<file path="config.mk">
export PLATFORM = sky130hd
export DESIGN_NAME = fct_credit_sched_flat
export DESIGN_NICKNAME = d
export VERILOG_FILES = /design/src/rtl/fct_credit_sched_if.sv /design/src/rtl/fct_credit_sched.sv /design/src/flat_wrapper.sv
export SDC_FILE = /design/constraint.sdc
export NUM_CORES = 1
export LEC_CHECK = 0
export BUFFER_PORTS_ARGS = -buffer_cell sky130_fd_sc_hd__buf_2
export CAP_MARGIN = 20
export CORE_MARGIN = 4
export CORE_UTILIZATION = 38
export DETAILED_ROUTE_END_ITERATION = 16
export HOLD_SLACK_MARGIN = 0.05
export PLACE_DENSITY = 0.58
export SYNTH_ARGS = -nofsm -noshare
export SYNTH_HDL_FRONTEND = slang
export SYNTH_SLANG_ARGS = --single-unit
</file>
<file path="constraint.sdc">
create_clock -name clock -period 2.3 [get_ports clock]
set_clock_uncertainty 0.05 [all_clocks]
set_input_delay 0.345 -clock clock [delete_from_list [all_inputs] [get_ports clock]]
set_output_delay 0.345 -clock clock [all_outputs]
set_load 0.01 [all_outputs]
</file>
<file path="src/rtl/fct_credit_sched_if.sv">
// Handshake and status bundle between the RX FIFO, the FCT scheduler and the TX encoder.
interface fct_credit_sched_if #(
    parameter int AWIDTH = 6
) ();
    logic              link_enable;
    logic [AWIDTH-1:0] fifo_count;
    logic              nchar_rx;
    logic              fct_req;
    logic              fct_ack;
    logic [AWIDTH-1:0] credit_outstanding;
    logic              credit_error;
    logic              fct_pending;

    modport master (
        output link_enable, fifo_count, nchar_rx, fct_ack,
        input  fct_req, credit_outstanding, credit_error, fct_pending
    );

    modport slave (
        input  link_enable, fifo_count, nchar_rx, fct_ack,
        output fct_req, credit_outstanding, credit_error, fct_pending
    );
endinterface

</file>
<file path="src/rtl/fct_credit_sched.sv">
// SpaceWire receive flow-control scheduler: tracks credit held by the far end
// and requests one FCT at a time from the encoder when FIFO space allows.
module fct_credit_sched #(
    parameter int AWIDTH      = 6,
    parameter int MAX_FILL    = 56,
    parameter int CREDIT_STEP = 8,
    parameter int MAX_CREDIT  = 56,
    parameter int HOLDOFF     = 4
) (
    input  logic                clock,
    input  logic                reset,
    fct_credit_sched_if.slave   bus
);
    localparam int HW      = $clog2(HOLDOFF + 1);
    localparam int CEIL_I  = MAX_CREDIT - CREDIT_STEP;
    localparam int ONE_I   = 1;
    localparam int ZERO_I  = 0;

    localparam logic [AWIDTH:0]   FILL_W  = MAX_FILL[AWIDTH:0];
    localparam logic [AWIDTH:0]   STEP_W  = CREDIT_STEP[AWIDTH:0];
    localparam logic [AWIDTH:0]   CEIL_W  = CEIL_I[AWIDTH:0];
    localparam logic [AWIDTH:0]   ZERO_W  = ZERO_I[AWIDTH:0];
    localparam logic [AWIDTH-1:0] STEP_A  = CREDIT_STEP[AWIDTH-1:0];
    localparam logic [AWIDTH-1:0] ONE_A   = ONE_I[AWIDTH-1:0];
    localparam logic [AWIDTH-1:0] ZERO_A  = ZERO_I[AWIDTH-1:0];
    localparam logic [HW-1:0]     LOAD_H  = HOLDOFF[HW-1:0];
    localparam logic [HW-1:0]     ONE_H   = ONE_I[HW-1:0];
    localparam logic [HW-1:0]     ZERO_H  = ZERO_I[HW-1:0];

    localparam logic [1:0] ST_DISABLED = 2'd0;
    localparam logic [1:0] ST_IDLE     = 2'd1;
    localparam logic [1:0] ST_REQUEST  = 2'd2;
    localparam logic [1:0] ST_HOLDOFF  = 2'd3;

    logic [1:0]        state_q, state_d;
    logic [HW-1:0]     hold_cnt_q, hold_cnt_d;
    logic              fct_req_q, fct_req_d;
    logic [AWIDTH-1:0] credit_q, credit_d;
    logic              credit_error_q, credit_error_d;
    logic              fct_pending_q, fct_pending_d;

    logic [AWIDTH:0]   fifo_w_s;
    logic [AWIDTH:0]   credit_w_s;
    logic [AWIDTH:0]   free_s;
    logic              grant_ok_s;
    logic              ack_s;
    logic              consume_s;
    logic              underflow_s;

    // An ack only counts while our request is actually visible to the encoder.
    assign ack_s       = (state_q == ST_REQUEST) && fct_req_q && bus.fct_ack;
    assign consume_s   = bus.nchar_rx && (credit_q != ZERO_A);
    assign underflow_s = bus.nchar_rx && (credit_q == ZERO_A);

    // Free space and grant decision, one bit wider so the sum never wraps.
    always_comb begin
        fifo_w_s   = {1'b0, bus.fifo_count};
        credit_w_s = {1'b0, credit_q};
        if (fifo_w_s > FILL_W) begin
            free_s = ZERO_W;
        end else begin
            free_s = FILL_W - fifo_w_s;
        end
        grant_ok_s = (free_s >= (credit_w_s + STEP_W)) && (credit_w_s <= CEIL_W);
    end

    // Scheduler state, holdoff timer and registered request.
    always_comb begin
        state_d    = state_q;
        hold_cnt_d = hold_cnt_q;
        fct_req_d  = 1'b0;
        if (!bus.link_enable) begin
            state_d    = ST_DISABLED;
            hold_cnt_d = ZERO_H;
        end else begin
            case (state_q)
                ST_DISABLED: begin
                    state_d    = ST_IDLE;
                    hold_cnt_d = ZERO_H;
                end
                ST_IDLE: begin
                    if (grant_ok_s) begin
                        state_d = ST_REQUEST;
                    end else begin
                        state_d = ST_IDLE;
                    end
                end
                ST_REQUEST: begin
                    if (ack_s) begin
                        state_d    = ST_HOLDOFF;
                        hold_cnt_d = LOAD_H;
                    end else begin
                        fct_req_d  = 1'b1;
                    end
                end
                ST_HOLDOFF: begin
                    if (hold_cnt_q <= ONE_H) begin
                        state_d    = ST_IDLE;
                        hold_cnt_d = ZERO_H;
                    end else begin
                        hold_cnt_d = hold_cnt_q - ONE_H;
                    end
                end
                default: begin
                    state_d    = ST_DISABLED;
                    hold_cnt_d = ZERO_H;
                end
            endcase
        end
        fct_pending_d = (state_d == ST_REQUEST) || (state_d == ST_HOLDOFF);
    end

    // Credit bookkeeping; an underflowing N-char latches the error instead of wrapping.
    always_comb begin
        credit_d       = credit_q;
        credit_error_d = credit_error_q;
        if (!bus.link_enable || (state_q == ST_DISABLED)) begin
            credit_d       = ZERO_A;
            credit_error_d = 1'b0;
        end else begin
            credit_d = credit_q + (ack_s ? STEP_A : ZERO_A) - (consume_s ? ONE_A : ZERO_A);
            if (underflow_s) begin
                credit_error_d = 1'b1;
            end else begin
                credit_error_d = credit_error_q;
            end
        end
    end

    // State and output registers.
    always_ff @(posedge clock or negedge reset) begin
        if (!reset) begin
            state_q        <= ST_DISABLED;
            hold_cnt_q     <= ZERO_H;
            fct_req_q      <= 1'b0;
            credit_q       <= ZERO_A;
            credit_error_q <= 1'b0;
            fct_pending_q  <= 1'b0;
        end else begin
            state_q        <= state_d;
            hold_cnt_q     <= hold_cnt_d;
            fct_req_q      <= fct_req_d;
            credit_q       <= credit_d;
            credit_error_q <= credit_error_d;
            fct_pending_q  <= fct_pending_d;
        end
    end

    assign bus.fct_req            = fct_req_q;
    assign bus.credit_outstanding = credit_q;
    assign bus.credit_error       = credit_error_q;
    assign bus.fct_pending        = fct_pending_q;
endmodule

</file>
<file path="src/flat_wrapper.sv">
// flat-port wrapper written by rule: the top's interface ports become plain ports
module fct_credit_sched_flat 
#(
    parameter int AWIDTH      = 6,
    parameter int MAX_FILL    = 56,
    parameter int CREDIT_STEP = 8,
    parameter int MAX_CREDIT  = 56,
    parameter int HOLDOFF     = 4
)
  (clock, reset, bus_link_enable, bus_fifo_count, bus_nchar_rx, bus_fct_ack, bus_fct_req, bus_credit_outstanding, bus_credit_error, bus_fct_pending);
  fct_credit_sched_if #(.AWIDTH(AWIDTH)) bus_i ();
  input  logic clock;
  input  logic reset;
  input wire logic [$bits(bus_i.link_enable)-1:0] bus_link_enable;
  input wire logic [$bits(bus_i.fifo_count)-1:0] bus_fifo_count;
  input wire logic [$bits(bus_i.nchar_rx)-1:0] bus_nchar_rx;
  input wire logic [$bits(bus_i.fct_ack)-1:0] bus_fct_ack;
  output wire logic [$bits(bus_i.fct_req)-1:0] bus_fct_req;
  output wire logic [$bits(bus_i.credit_outstanding)-1:0] bus_credit_outstanding;
  output wire logic [$bits(bus_i.credit_error)-1:0] bus_credit_error;
  output wire logic [$bits(bus_i.fct_pending)-1:0] bus_fct_pending;
  assign bus_i.link_enable = bus_link_enable;
  assign bus_i.fifo_count = bus_fifo_count;
  assign bus_i.nchar_rx = bus_nchar_rx;
  assign bus_i.fct_ack = bus_fct_ack;
  assign bus_fct_req = bus_i.fct_req;
  assign bus_credit_outstanding = bus_i.credit_outstanding;
  assign bus_credit_error = bus_i.credit_error;
  assign bus_fct_pending = bus_i.fct_pending;
  fct_credit_sched #(.AWIDTH(AWIDTH), .MAX_FILL(MAX_FILL), .CREDIT_STEP(CREDIT_STEP), .MAX_CREDIT(MAX_CREDIT), .HOLDOFF(HOLDOFF)) u_core (.clock(clock), .reset(reset), .bus(bus_i));
endmodule
</file>
==> results.yml <==
outcome:
  status: "complete, no violations"
die:
  core-area_um2: 2810
  fp.dieH_um: 62.7
  die_area_um2: 3940
  rows: 19
  start_util_pct: 40.6
  die_width_um: 62.7
  ios: 20
routing:
  num_vias: 995
  ant_nets: 0
  wl_per_cell_um: 12.9
  dr.pass1.iters: 4
  drt_iter0_markers: 26
  post-route-drc-count: 0
  routed_wirelength_mm: 2.56
  vias_per_cell: 5.03
grt:
  grt_max_degree: 15
  grt_pass1_wl_mm: 4.20
  grt_usage_pct: 13.2
  grt_pass1_vias: 998
  antenna_found_initial: 0
  grt_overflow: 0
finish:
  layout_common_cells: "buf_2, buf_4, ha_1"
  fin_cells: 198
  multi_input_area_um2: 776
  finalInstanceArea_um2: 1520
  drive_gt1_share_pct: 37.1
  diodes: 0
  fin_nets: 199
  fill_cells: 259
  regArea_um2: 350
  area_growth_syn_to_layout_pct: 33.2
cts:
  clockRootBuffer: "clkbuf_4"
  cts_buffer_depth: 2
  numCtsBuffers: 3
  h-tree-depth: 1
  clk-insertion-delay-late_ns: 0.28
  clk_pin_slew_ns: 0.10
  cts_tree: "done"
  cts_sinks: 14
synth:
  syn-num-nets: 156
  yosysTopAreaCell: "dfrtp_1"
  syn_area_um2: 1140
  ys_warn_count: 0
  synth_area_leaders: "dfrtp_1, ha_1, inv_1"
  synth_top_area_share_pct: 30.8
  synth.avg_cell_area_um2: 9.11
  ys_seq_area_share_pct: 30.8
  synth_seq_cells: 14
  synthCells: 125
  ys_types: 39
placement:
  dpl.hpwl_mm: 2.01
  gp_congestion: 0.736
  placed_area_um2: 1370
  place_inst: 188
  portBuffers: 19
worst_setup_path:
  crit_required_ns: 2.40
  slowest_stage: "dfrtp_1"
  startpoint: "u_core.bus.credit_outstanding[0]"
  arrival_ns: 2.37
  crit_path_end_kind: "flop"
  crit_top_cell: "inv_2"
  crit_type: "flop to flop"
  rr_startpoint: "u_core.bus.credit_outstanding[0]"
  crit_path_max_incr_delay_ns: 0.43
  start_kind: "flop"
  cp_cell_sequence: "nor4_4, a21boi_2, ha_2, inv_2, ha_4, inv_2, fa_2, nor2b_4, o21a_1, or3_1, a21oi_2"
  crit_fanout: 2
power_and_ir_drop:
  irDropWorstVdd_uv: 721
  p_leak_nw: 0.792
  powerDensity_nw_per_um2: 1040
sta:
  fmax_mhz: 441
  setup_viol: 0
  maxSlewHeadroom_pct: 61.7
  worst_pin_slew_ns: 0.571
  fin_setup_tns_ns: 0
  rsz0062_at_grt: "yes"
  period_share_pct: 98.6
  holdWs_ns: 0.279
  hold_viol_final: 0
  slew_viol_final: 0
  timing.final.crit_period_ns: 2.27
job:
  drv_cap: 0
min_path:
  hold_path.class: "primary input to flop"
  min_from: "bus_nchar_rx"
-- registers in the layout, summed over array words and instances (netlist names) --
name,count
u_core.bus.credit_outstanding,6
u_core.state_q,2
u_core.bus.fct_pending,1
u_core.bus.fct_req,1
u_core.bus.credit_error,1
u_core.hold_cnt_q,3
-- stage by stage --
step                      total power, W  utilization [%]  setup WS (ns)
after floorplan                 0.000898                -         0.0286
after global placement           0.00115             48.9       -0.00740
after detailed placement         0.00117             48.9         -0.106
after CTS                        0.00140             50.9         0.0346
after global routing             0.00172             54.1        -0.0477
final                            0.00158             54.1         0.0323
-- repair_timing --
item / CTS / global route
hold buffers: 1 / 0
endpoints found under the hold margin: 14 / 0
endpoints found under the setup margin: 1 / 1
pin swaps: 1 / 9
resized for setup: 2 / 16
setup buffers: 1 / 4
-- metal layers --
metal	global-route usage (%)	wire, um	share of wire, %	up-vias
met1	15.9	1180	46	466
li1	-	-	-	513
met5	0	0	0	-
met3	2.16	74	2.9	2
met2	22.6	1270	50	14
met4	6.61	28	1.1	0
-- final cells by class --
cell class / count / share of cell area, %
sequential: 14 / 23.1
multi-input combinational: 92 / 51.2
clock buffer: 4 / 2.39
timing repair buffer: 39 / 16.3
inverter: 18 / 4.46
tap: 31 / 2.56
-- synthesized netlist by cell type (all sizes together) --
cell type / number
a31oi: 3
o22ai: 2
xor2: 2
o211a: 1
and2b: 2
a21oi: 6
and4: 1
buf: 1
xnor2: 1
nand2b: 1
ha: 19
a311o: 2
o21ai: 6
o21ba: 1
and2: 1
fa: 1
nor2: 8
and3: 1
a21o: 2
inv: 18
or3: 2
nand4: 1
nor3: 2
nand2: 10
mux2i: 2
nand3: 4
or2b: 1
o21a: 1
nor4: 1
dfrtp: 14
nor2b: 4
a21bo: 1
a21boi: 2
o21bai: 1
-- worst max-delay path, delay by kind of cell, from the launching register on --
family	cells	cell delay, ns
fa+ha+maj	3	0.71
compound gates	3	0.28
buf+inv	2	0.10
simple gates	3	0.57
flops	1	0.43
-- power by group --
group / internal (W) / leakage (nW) / total [W] / switching, W
clock: 0.0000963 / 0.0210 / 0.000185 / 0.0000883
sequential: 0.000297 / 0.191 / 0.000337 / 0.0000399
combinational: 0.000580 / 0.580 / 0.00106 / 0.000480
total: 0.000973 / 0.792 / 0.00158 / 0.000609
-- path summary, 6_finish.rpt --
check	to	slack [ns]	cells past startpoint
setup reg to reg	u_core.bus.credit_outstanding[5]	0.03	11
min in group asynchronous	u_core.bus.fct_pending	0.44	2
hold reg to reg	u_core.bus.credit_error	0.47	2
max in group asynchronous	u_core.bus.credit_outstanding[4]	1.50	2
setup / recovery	u_core.bus.credit_outstanding[5]	0.03	11
hold / removal	u_core.bus.credit_error	0.28	3
-- cells by family after synthesis --
family                   Yosys count  share of synthesized area, %
AND/OR/NAND/NOR                   39                          19.8
AO/OA/AOI/OAI                     28                          16.4
adder cells (fa/ha/maj)           20                          22.6
buffers and inverters             19                          6.37
flip-flops                        14                          30.8
XOR/XNOR                           3                          2.31
multiplexers                       2                          1.76
(Power assumes the default switching activity.)
